[config.mk]
export PLATFORM = sky130hd
export DESIGN_NAME = board_mix_n_flat
export DESIGN_NICKNAME = d
export VERILOG_FILES = /design/src/rtl/board_mix_pkg.sv /design/src/rtl/board_mix_n_if.sv /design/src/rtl/board_mix_pal_ram.sv /design/src/rtl/board_mix_n.sv /design/src/flat_wrapper.sv
export SDC_FILE = /design/constraint.sdc
export NUM_CORES = 2
export LEC_CHECK = 0
export CAP_MARGIN = 20
export CORE_ASPECT_RATIO = 0.6
export CORE_MARGIN = 4
export CORE_UTILIZATION = 35
export DETAILED_ROUTE_END_ITERATION = 8
export PLACE_DENSITY = 0.58
export SYNTH_ARGS = -nofsm -noshare
export SYNTH_HDL_FRONTEND = slang
export SYNTH_SLANG_ARGS = --single-unit
[constraint.sdc]
create_clock -name CLK_32M -period 7.5 [get_ports CLK_32M]
set_input_delay 2.25 -clock CLK_32M [delete_from_list [all_inputs] [get_ports CLK_32M]]
set_output_delay 2.25 -clock CLK_32M [all_outputs]
set_load 0.005 [all_outputs]
[src/rtl/board_mix_pkg.sv]
// Shared types and constants for the N-layer compositor.
package board_mix_pkg;
    localparam int NUM_LAYERS_MAX = 4;
    localparam int ORDER_W = 2;
    localparam int CH_W = 5;
    localparam int OW = NUM_LAYERS_MAX * ORDER_W;

    // Slot k holds layer k: layer 0 front-most.
    localparam logic [OW-1:0] ORDER_RST = 8'hE4;

    typedef struct packed {
        logic [CH_W-1:0] b;
        logic [CH_W-1:0] g;
        logic [CH_W-1:0] r;
    } pal_entry_t;

    typedef enum logic [1:0] {
        ARB_IDLE,
        ARB_ACCESS,
        ARB_DONE
    } arb_state_e;
endpackage

[src/rtl/board_mix_n_if.sv]
// CPU palette request/complete bundle.
interface board_mix_n_if #(
    parameter int PAL_AW = 8
) ();
    logic              PAL_REQ;
    logic              PAL_WE;
    logic [PAL_AW-1:0] PAL_A;
    logic [15:0]       PAL_DIN;
    logic [15:0]       PAL_DOUT;
    logic              PAL_ACK;

    modport master (
        output PAL_REQ, PAL_WE, PAL_A, PAL_DIN,
        input  PAL_DOUT, PAL_ACK
    );
    modport slave (
        input  PAL_REQ, PAL_WE, PAL_A, PAL_DIN,
        output PAL_DOUT, PAL_ACK
    );
endinterface

[src/rtl/board_mix_pal_ram.sv]
// Single-port palette RAM, synchronous read; contents survive reset.
module board_mix_pal_ram
    import board_mix_pkg::*;
#(
    parameter int AW = 8
) (
    input  logic          clk_i,
    input  logic          en_i,
    input  logic          we_i,
    input  logic [AW-1:0] addr_i,
    input  pal_entry_t    wdata_i,
    output pal_entry_t    rdata_o
);
    pal_entry_t mem_q [0:(1<<AW)-1];

    always_ff @(posedge clk_i) begin
        if (en_i) begin
            if (we_i) begin
                mem_q[addr_i] <= wdata_i;
            end else begin
                rdata_o <= mem_q[addr_i];
            end
        end
    end
endmodule

[src/rtl/board_mix_n.sv]
// N-layer priority compositor with double-buffered order/enable and palette.
// Optional grey bypass output under MIX_LAYER_BYPASS_EN.
module board_mix_n
    import board_mix_pkg::*;
#(
    parameter int         NUM_LAYERS = 3,
    parameter int         COL_W      = 4,
    parameter int         PAL_AW     = 8,
    parameter int         RGB_W      = 5,
    parameter logic [7:0] IO_BASE    = 8'h90
) (
    input  logic                        CLK_32M,
    input  logic                        RESET_N,
    input  logic                        CE_PIX,
    input  logic                        NL,
    input  logic [4*NUM_LAYERS-1:0]     BIT,
    input  logic [COL_W*NUM_LAYERS-1:0] COL,
    input  logic [NUM_LAYERS-1:0]       CP15,
    input  logic [NUM_LAYERS-1:0]       CP8,
    input  logic [7:0]                  IO_A,
    input  logic [7:0]                  IO_DIN,
    input  logic                        IOWR,
`ifdef MIX_LAYER_BYPASS_EN
    input  logic                        BYPASS,
`endif
    board_mix_n_if.slave                pal,
    output logic [RGB_W-1:0]            RED,
    output logic [RGB_W-1:0]            GREEN,
    output logic [RGB_W-1:0]            BLUE,
    output logic                        P1L
);
    logic [OW-1:0]         ord_sh_q, ord_act_q;
    logic [NUM_LAYERS-1:0] en_sh_q, en_act_q;

    always_ff @(posedge CLK_32M or negedge RESET_N) begin
        if (!RESET_N) begin
            ord_sh_q  <= ORDER_RST;
            ord_act_q <= ORDER_RST;
            en_sh_q   <= '1;
            en_act_q  <= '1;
        end else begin
            if (IOWR && IO_A == IO_BASE) ord_sh_q <= IO_DIN;
            if (IOWR && IO_A == IO_BASE + 8'd1) en_sh_q <= IO_DIN[NUM_LAYERS-1:0];
            if (NL) begin
                ord_act_q <= ord_sh_q;
                en_act_q  <= en_sh_q;
            end
        end
    end

    // Pad to the maximum layer count so out-of-range order slots read as empty.
    logic [3:0]                lay_bit [NUM_LAYERS_MAX];
    logic [COL_W-1:0]          lay_col [NUM_LAYERS_MAX];
    logic [NUM_LAYERS_MAX-1:0] lay_en;
    logic [NUM_LAYERS-1:0]     opq, b3;

    for (genvar g = 0; g < NUM_LAYERS_MAX; g++) begin : g_lay
        if (g < NUM_LAYERS) begin : g_on
            assign lay_bit[g] = BIT[4*g +: 4];
            assign lay_col[g] = COL[COL_W*g +: COL_W];
            assign lay_en[g]  = en_act_q[g];
            assign opq[g]     = |BIT[4*g +: 4];
            assign b3[g]      = BIT[4*g+3];
        end else begin : g_off
            assign lay_bit[g] = '0;
            assign lay_col[g] = '0;
            assign lay_en[g]  = 1'b0;
        end
    end

    logic               win_found;
    logic [ORDER_W-1:0] win_idx, slot_idx;
    logic [3:0]         w_bit;
    logic [COL_W-1:0]   w_col;
    logic               p1l_d;

    always_comb begin
        win_found = 1'b0;
        win_idx   = '0;
        slot_idx  = '0;
        for (int s = NUM_LAYERS - 1; s >= 0; s--) begin
            slot_idx = ord_act_q[ORDER_W*s +: ORDER_W];
            if (lay_en[slot_idx] && lay_bit[slot_idx] != 4'd0) begin
                win_found = 1'b1;
                win_idx   = slot_idx;
            end
        end
    end

    assign w_bit = win_found ? lay_bit[win_idx] : 4'd0;
    assign w_col = lay_col[win_idx];
    assign p1l_d = ~|(CP15 & opq & en_act_q) & ~|(CP8 & b3 & en_act_q);

    arb_state_e        st_q;
    logic              armed_q, ack_q, we_q;
    logic [PAL_AW-1:0] a_q;
    pal_entry_t        din_q;
    logic [15:0]       dout_q;
    logic [PAL_AW-1:0] s0_addr_q;
    logic              s0_p1l_q, s1_p1l_q, s0_vld_q, s1_vld_q;
    logic              pix_rd_q;
    pal_entry_t        ram_rd, pix_hold_q, pix_ent, rgb_d;
    logic              cpu_op, unused_din;

    // The pixel fetch owns the RAM on CE_PIX cycles; the CPU gets the rest.
    assign cpu_op     = (st_q == ARB_ACCESS) && !CE_PIX;
    assign unused_din = pal.PAL_DIN[15];

    board_mix_pal_ram #(.AW(PAL_AW)) u_ram (
        .clk_i   (CLK_32M),
        .en_i    (CE_PIX | cpu_op),
        .we_i    (cpu_op & we_q),
        .addr_i  (CE_PIX ? s0_addr_q : a_q),
        .wdata_i (din_q),
        .rdata_o (ram_rd)
    );

    // A CPU read may overwrite the RAM output between pixel steps.
    assign pix_ent = pix_rd_q ? ram_rd : pix_hold_q;

`ifdef MIX_LAYER_BYPASS_EN
    logic [3:0] s0_bit_q, s1_bit_q;

    always_ff @(posedge CLK_32M or negedge RESET_N) begin
        if (!RESET_N) begin
            s0_bit_q <= '0;
            s1_bit_q <= '0;
        end else if (CE_PIX) begin
            s0_bit_q <= w_bit;
            s1_bit_q <= s0_bit_q;
        end
    end

    always_comb begin
        rgb_d = pix_ent;
        if (BYPASS) begin
            rgb_d.r = {s1_bit_q, s1_bit_q[3]};
            rgb_d.g = {s1_bit_q, s1_bit_q[3]};
            rgb_d.b = {s1_bit_q, s1_bit_q[3]};
        end
    end
`else
    assign rgb_d = pix_ent;
`endif

    always_ff @(posedge CLK_32M or negedge RESET_N) begin
        if (!RESET_N) begin
            s0_addr_q  <= '0;
            s0_p1l_q   <= 1'b1;
            s1_p1l_q   <= 1'b1;
            s0_vld_q   <= 1'b0;
            s1_vld_q   <= 1'b0;
            pix_rd_q   <= 1'b0;
            pix_hold_q <= '0;
            RED        <= '0;
            GREEN      <= '0;
            BLUE       <= '0;
            P1L        <= 1'b1;
        end else begin
            pix_rd_q <= CE_PIX;
            if (pix_rd_q) pix_hold_q <= ram_rd;
            if (CE_PIX) begin
                s0_addr_q <= win_found ? {w_col, w_bit} : '0;
                s0_p1l_q  <= p1l_d;
                s0_vld_q  <= 1'b1;
                s1_p1l_q  <= s0_p1l_q;
                s1_vld_q  <= s0_vld_q;
                if (s1_vld_q) begin
                    RED   <= rgb_d.r;
                    GREEN <= rgb_d.g;
                    BLUE  <= rgb_d.b;
                    P1L   <= s1_p1l_q;
                end
            end
        end
    end

    always_ff @(posedge CLK_32M or negedge RESET_N) begin
        if (!RESET_N) begin
            st_q    <= ARB_IDLE;
            armed_q <= 1'b1;
            ack_q   <= 1'b0;
            we_q    <= 1'b0;
            a_q     <= '0;
            din_q   <= '0;
            dout_q  <= '0;
        end else begin
            ack_q <= 1'b0;
            if (!pal.PAL_REQ) armed_q <= 1'b1;
            unique case (st_q)
                ARB_IDLE: begin
                    if (pal.PAL_REQ && armed_q && !CE_PIX) begin
                        st_q    <= ARB_ACCESS;
                        armed_q <= 1'b0;
                        we_q    <= pal.PAL_WE;
                        a_q     <= pal.PAL_A;
                        din_q   <= pal.PAL_DIN[14:0];
                    end
                end
                ARB_ACCESS: begin
                    if (!CE_PIX) st_q <= ARB_DONE;
                end
                ARB_DONE: begin
                    st_q  <= ARB_IDLE;
                    ack_q <= 1'b1;
                    if (!we_q) dout_q <= {1'b0, ram_rd};
                end
                default: st_q <= ARB_IDLE;
            endcase
        end
    end

    assign pal.PAL_ACK  = ack_q;
    assign pal.PAL_DOUT = dout_q;
endmodule

[src/flat_wrapper.sv]
// flat-port wrapper written by rule: the top's interface ports become plain ports
module board_mix_n_flat import board_mix_pkg::*;
#(
    parameter int         NUM_LAYERS = 3,
    parameter int         COL_W      = 4,
    parameter int         PAL_AW     = 8,
    parameter int         RGB_W      = 5,
    parameter logic [7:0] IO_BASE    = 8'h90
)
  (CLK_32M, RESET_N, CE_PIX, NL, BIT, COL, CP15, CP8, IO_A, IO_DIN, IOWR, RED, GREEN, BLUE, P1L, pal_PAL_REQ, pal_PAL_WE, pal_PAL_A, pal_PAL_DIN, pal_PAL_DOUT, pal_PAL_ACK);
  board_mix_n_if #(.PAL_AW(PAL_AW)) pal_i ();
  input  logic CLK_32M;
  input  logic RESET_N;
  input  logic CE_PIX;
  input  logic NL;
  input  logic [4*NUM_LAYERS-1:0] BIT;
  input  logic [COL_W*NUM_LAYERS-1:0] COL;
  input  logic [NUM_LAYERS-1:0] CP15;
  input  logic [NUM_LAYERS-1:0] CP8;
  input  logic [7:0] IO_A;
  input  logic [7:0] IO_DIN;
  input  logic IOWR;
  output logic [RGB_W-1:0] RED;
  output logic [RGB_W-1:0] GREEN;
  output logic [RGB_W-1:0] BLUE;
  output logic P1L;
  input wire logic [$bits(pal_i.PAL_REQ)-1:0] pal_PAL_REQ;
  input wire logic [$bits(pal_i.PAL_WE)-1:0] pal_PAL_WE;
  input wire logic [$bits(pal_i.PAL_A)-1:0] pal_PAL_A;
  input wire logic [$bits(pal_i.PAL_DIN)-1:0] pal_PAL_DIN;
  output wire logic [$bits(pal_i.PAL_DOUT)-1:0] pal_PAL_DOUT;
  output wire logic [$bits(pal_i.PAL_ACK)-1:0] pal_PAL_ACK;
  assign pal_i.PAL_REQ = pal_PAL_REQ;
  assign pal_i.PAL_WE = pal_PAL_WE;
  assign pal_i.PAL_A = pal_PAL_A;
  assign pal_i.PAL_DIN = pal_PAL_DIN;
  assign pal_PAL_DOUT = pal_i.PAL_DOUT;
  assign pal_PAL_ACK = pal_i.PAL_ACK;
  board_mix_n #(.NUM_LAYERS(NUM_LAYERS), .COL_W(COL_W), .PAL_AW(PAL_AW), .RGB_W(RGB_W), .IO_BASE(IO_BASE)) u_core (.CLK_32M(CLK_32M), .RESET_N(RESET_N), .CE_PIX(CE_PIX), .NL(NL), .BIT(BIT), .COL(COL), .CP15(CP15), .CP8(CP8), .IO_A(IO_A), .IO_DIN(IO_DIN), .IOWR(IOWR), .pal(pal_i), .RED(RED), .GREEN(GREEN), .BLUE(BLUE), .P1L(P1L));
endmodule
Yosys cells after proc, flatten, opt, wreduce, memory -nomap -nowiden
Memories as Yosys holds them, arrays and structs flattened. A register that Yosys moved wholly into a read port is not among the register bits.
Index checks and enable logic that the tools add are counted.
- register bits: 105
- RAM bits: 3840
- output and inout bits: 33
- logic and storage cells: 118
- memories: 1
- magnitude comparators: 7
- eq/ne operators: 6
- mux-type cells: 40
- bitwise operators: 13
- reductions and logical operators: 25
- memories (memory ; words ; bits a word ; read ports ; clocked after memory_dff ; write ports ; line ; text):
    u_core.u_ram.mem_q ; 256 ; 15 ; 1 ; 1 ; 1 ; board_mix_pal_ram.sv:14 ; pal_entry_t mem_q [0:(1<<AW)-1];
- operators with widths (cell ; count):
    binary-select mux 4 bit (select 2 bit) ; 5
    2-to-1 mux 4 bit ; 10
    equality test 8 bit, second input constant ; 2
    2-to-1 mux 8 bit ; 2
    2-to-1 mux 15 bit ; 1
    2-to-1 mux 1 bit ; 13
    bitwise AND 3 bit ; 4
    greater-or-equal comparator 3 bit, second input constant ; 4
    NOT 2 -> 3 bit ; 4
    nonzero test 4 bit ; 3
    OR reduction 4 bit ; 3
    2-to-1 mux 2 bit ; 5
    AND reduction 2 bit ; 5
    less-than comparator 2 x 3 -> 1 bit, second input constant ; 3
    logical AND 1 bit ; 8
    binary-select mux 1 bit (select 2 bit) ; 3
    OR reduction 3 bit ; 2
    one-hot mux 2 bit (2 select lines) ; 1
    logical NOT 1 bit ; 3
    bitwise AND 1 bit ; 2
    equality test 2 x 1 -> 1 bit, second input constant ; 1
    equality test 2 bit, second input constant ; 1
    logical NOT 2 bit ; 1
    inequality test 2 x 1 -> 1 bit, second input constant ; 1
    other kinds (3) ; 4

Longest topological paths before layout
- depth after elaboration: 14
- gate-level depth with buffers: 12

By module
From an unflattened synthesis, not the netlist that was laid out.
- cells, all modules: 6635
- area, all modules: 150156.5 um2
- modules (own cells, without submodules) (module ; times used ; cells each ; area an instance (um2) ; seq. area each (um2)):
    board_mix_pal_ram ; 1 ; 6308 ; 145639.7 ; 115761.0
    board_mix_n ; 1 ; 327 ; 4516.8 ; 2645.0

Worst setup path after synthesis
No wires, ideal clock.
- kind: input to register
- from: in CE_PIX
- to: mem u_core.u_ram.mem_q[100][0] (netlist name) (enable)
- arrival: 4777 ps
- path slack: 2337 ps
- stages on the path: 10
- buffers on the path: 5
- cell sequence: buf_6 -> mux2_4 -> buf_6 -> buf_6 -> buf_2 -> or3b_2 -> nor2_1 -> nand2_1 -> buf_2 -> nor2_1
- word-level cells in the longest chain between the ends: 6
- RTL lines (element ; line ; text):
    from (decl) ; flat_wrapper.sv:14 ; input logic CE_PIX;
    logical NOT 1 bit ; board_mix_n.sv:106 ; assign cpu_op = (st_q == ARB_ACCESS) && !CE_PIX;
    logical AND 1 bit ; board_mix_n.sv:106 ;
    bitwise AND 1 bit ; board_mix_n.sv:112 ; .we_i (cpu_op & we_q),
    2-to-1 mux 1 bit ; board_mix_pal_ram.sv:18 ; if (we_i) begin
    2-to-1 mux 1 bit ; board_mix_pal_ram.sv:17 ; if (en_i) begin
    2-to-1 mux 1 bit (implied by the code) ; board_mix_pal_ram.sv:19 ; mem_q[addr_i] <= wdata_i;
    to (decl) ; board_mix_pal_ram.sv:14 ;
Parallel ways exist; a longest one is shown, timed or not.

Final worst setup path
- from: in CE_PIX
- to: reg u_core.u_ram.rdata_o[10] (netlist name), data pin
- word-level cells in the longest chain between the ends: 5
- RTL lines (element ; line ; text):
    logical NOT 1 bit ; n/a ;
    logical AND 1 bit ; n/a ;
    bitwise AND 1 bit ; n/a ;
    NOT 1 bit (no source line) ; n/a ;
    AND reduction 2 bit (no source line) ; n/a ;
    to (signal assigned) ; board_mix_pal_ram.sv:21 ; rdata_o <= mem_q[addr_i];
    to (decl) ; board_mix_pal_ram.sv:12 ; output pal_entry_t rdata_o
Parallel ways exist; a longest one is shown, timed or not.
A chain may end at the register's enable or synchronous reset.

==> metrics.txt <==
Initial DRC Count=11900; Num CTS Buffers=338; port bufs=105; Syn Nets=7691; gpl congestion=0.861; WP depth=12; max_cap viols=0; kind of critical path=primary input to flop; Most Crowded Layer GR=met1; share of layout cells above drive strength 1=20.1%; Cell Area, Synth=151000 µm²; R2R Setup Slk=2.98 ns; vias in the first global route=76300; post-cts resize count=0; unrepaired setup endpoints after global routing=false; core box area=429000 µm²; ys async rst share=2.65%; crit-path max FO=33; Hold Buf Count CTS=0; # fillers=37600; clk buf depth=4; Hold Path Stages=1; remaining antenna violation count=0; Critical Path Sink Type=flop; final WL=441000 µm; DR DRC count=0; number of setup violations in the final report=0; PD cells=315 nW/µm²; H-tree depth reported by CTS=5; Setup TNS=0 ns; largest net degree at the start of global routing=185; Slew HR=12.2%; Crit path required time=8.14 ns; Pre-Repair DR Iteration Count=6; Clock Sinks=3960; Yosys reg bits=3960; status=finished clean; Synth Area per Inst=19.8 µm²; Total GRT Usage=19.2%; Synth cell types=49; # IOs=110; Buf/Inv on CP=5; Critical Path Source=CE_PIX; chip height=517 µm; ys flop type=edfxtp_1; post-synthesis sequential area ratio=78.4%; Critical Path End=u_core.u_ram.rdata_o[10]; sequence of cells on the critical path=clkdlybuf4s50_1, mux2_8, buf_12, buf_4, mux2i_1, o22ai_1, nor4_1, buf_4, o22ai_1, o21ai_0, buf_4, nand4_1; CTS tree=done; fin crit share=81.9%; Vias=80200; HP Class=flop to flop; final instance area=174000 µm²; maximum VDD drop=0.215 mV; Tmin final=6.14 ns; Vias/cell=5.63; CP delay by family, top=buffers and inverters; worst-margin pin slew=1.32 ns; clk_lat worst skew=0.92 ns; final layout net count=8321; final hold violations=0; M3 GR Usage=6.71%; final core occ=40.5%; first-pass GRT wire length=606000 µm; clk slew on worst S/H paths=0.06 ns; total power=54.8 mW; Syn. warnings=0; initial antenna violation count=36; total gr overflow=0; root buffer cell=clkbuf_16; commonest non-fill, non-tap cells in the layout=edfxtp_1, mux2i_1, o22ai_1; top achievable clock speed=163 MHz; die extent in x=856 µm; highest-delay cell along the critical path=nor4_1; Post-synth EDFFs=3855; die area=443000 µm²; Startpoint Class=primary input; cell repeated most along the worst path=buf_4; hold path startpoint=u_core.s0_vld_q; Rows=186; M1 GR Usage=29.7%; DP Wirelength=272000 µm; Initial Util=35.2%; Area after DPL=163000 µm²; crit-path max cell delay=0.72 ns; WL per Instance=31.0 µm; reg2reg end=u_core.u_ram.rdata_o[10]; leakage=54.1 nW; Cells after Synth=7614; Setup Fix Bufs, Post-CTS=0; clock skew=0.0479 ns; CP arrival=6.79 ns; Final Max Tran Viols=0; hold_ws=0.478 ns; worst-case reg-to-reg path depth=11; Layout area overhead=15.0%; most common cell after layout, fill and taps aside=edfxtp_1; met2 usage=25.9%; Reg-to-Reg Start=u_core.s0_addr_q[0]
cell type report:
| cell class | instances | area [µm²] | share of cell area [%] |
|---|---|---|---|
| flip-flops and latches | 3960 | 118000 | 68.2 |
| multi-input cells | 3187 | 30700 | 17.7 |
| clock buffers | 413 | 9050 | 5.21 |
| well taps | 5734 | 7170 | 4.13 |
| repair buffers | 749 | 6590 | 3.80 |
| clock inverters | 190 | 1680 | 0.967 |
| inverters | 8 | 30.0 | 0.0173 |
| diodes | 5 | 12.5 | 0.00720 |
Yosys cell counts, types with 4 or more instances:
cell	count	share of area, %
dfrtp_1	91	1.5
buf_6	21	0.16
o41ai_1	31	0.18
o22ai_1	595	2.5
buf_2	153	0.51
buf_1	40	0.099
inv_1	7	0.017
nand3_1	4	0.013
nor3b_1	4	0.020
a22oi_1	149	0.74
or2_2	5	0.021
a32oi_1	9	0.052
nor2_1	272	0.68
edfxtp_1	3855	77
nor4_1	117	0.48
mux4_2	416	6.2
dfstp_2	14	0.24
o21ai_0	42	0.14
mux2i_1	1098	7.3
nand2b_1	4	0.017
nand4_1	21	0.087
mux2_2	93	0.69
a41oi_1	12	0.070
nand2_1	88	0.22
buf_4	28	0.14
clkbuf_1	217	0.54
a21oi_1	193	0.64
how the worst min path moves through the flow:
stage	endpoint	slack (ns)
after global routing	u_core.s0_vld_q	0.48
after global placement	u_core.s0_vld_q	0.45
after detailed placement	u_core.s0_vld_q	0.46
after floorplan	u_core.s0_vld_q	0.43
after CTS	u_core.s0_vld_q	0.48
final	u_core.s0_vld_q	0.48
metrics by stage:
| stage | setup slack (ns) | instances |
|---|---|---|
| CTS | 1.45 | 14200 |
| global placement | 0.336 | 13600 |
| global route | 1.32 | 14200 |
| detailed placement | 0.451 | 13600 |
| floorplan | 2.34 | 7614 |
| finish | 1.36 | 14200 |
sequential cells by signal, summed over array words and instances (netlist names), 2 cells and up:
signal / flops
u_core.en_act_q: 3
u_core.RED: 5
u_core.GREEN: 5
u_core.din_q: 15
u_core.a_q: 8
u_core.u_ram.rdata_o: 15
u_core.u_ram.mem_q: 3840
u_core.pal.PAL_DOUT: 15
u_core.BLUE: 5
u_core.st_q: 2
u_core.en_sh_q: 3
u_core.pix_hold_q: 15
u_core.ord_sh_q: 6
u_core.s0_addr_q: 8
u_core.ord_act_q: 6
power breakdown:
| group | total [mW] | internal (mW) | switching, mW |
|---|---|---|---|
| Clock | 17.6 | 9.54 | 8.02 |
| Sequential | 27.5 | 26.6 | 0.865 |
| Combinational | 9.73 | 3.10 | 6.63 |
kinds of logic after synthesis:
kind of cell,after synthesis,share of synthesized area (%)
AND/OR/NAND/NOR,528,1.60
other,1,0.00248
AO/OA/AOI/OAI,1050,4.40
buffers and inverters,467,1.46
multiplexers,1608,14.2
flip-flops,3960,78.4
metal layers:
metal  up-vias  routed length (µm)
met4        16                9770
met3       545               59100
li1      32700                   -
met5         -                 107
met1     42500              194000
met2      4474              178000
(Power assumes the default switching activity.)
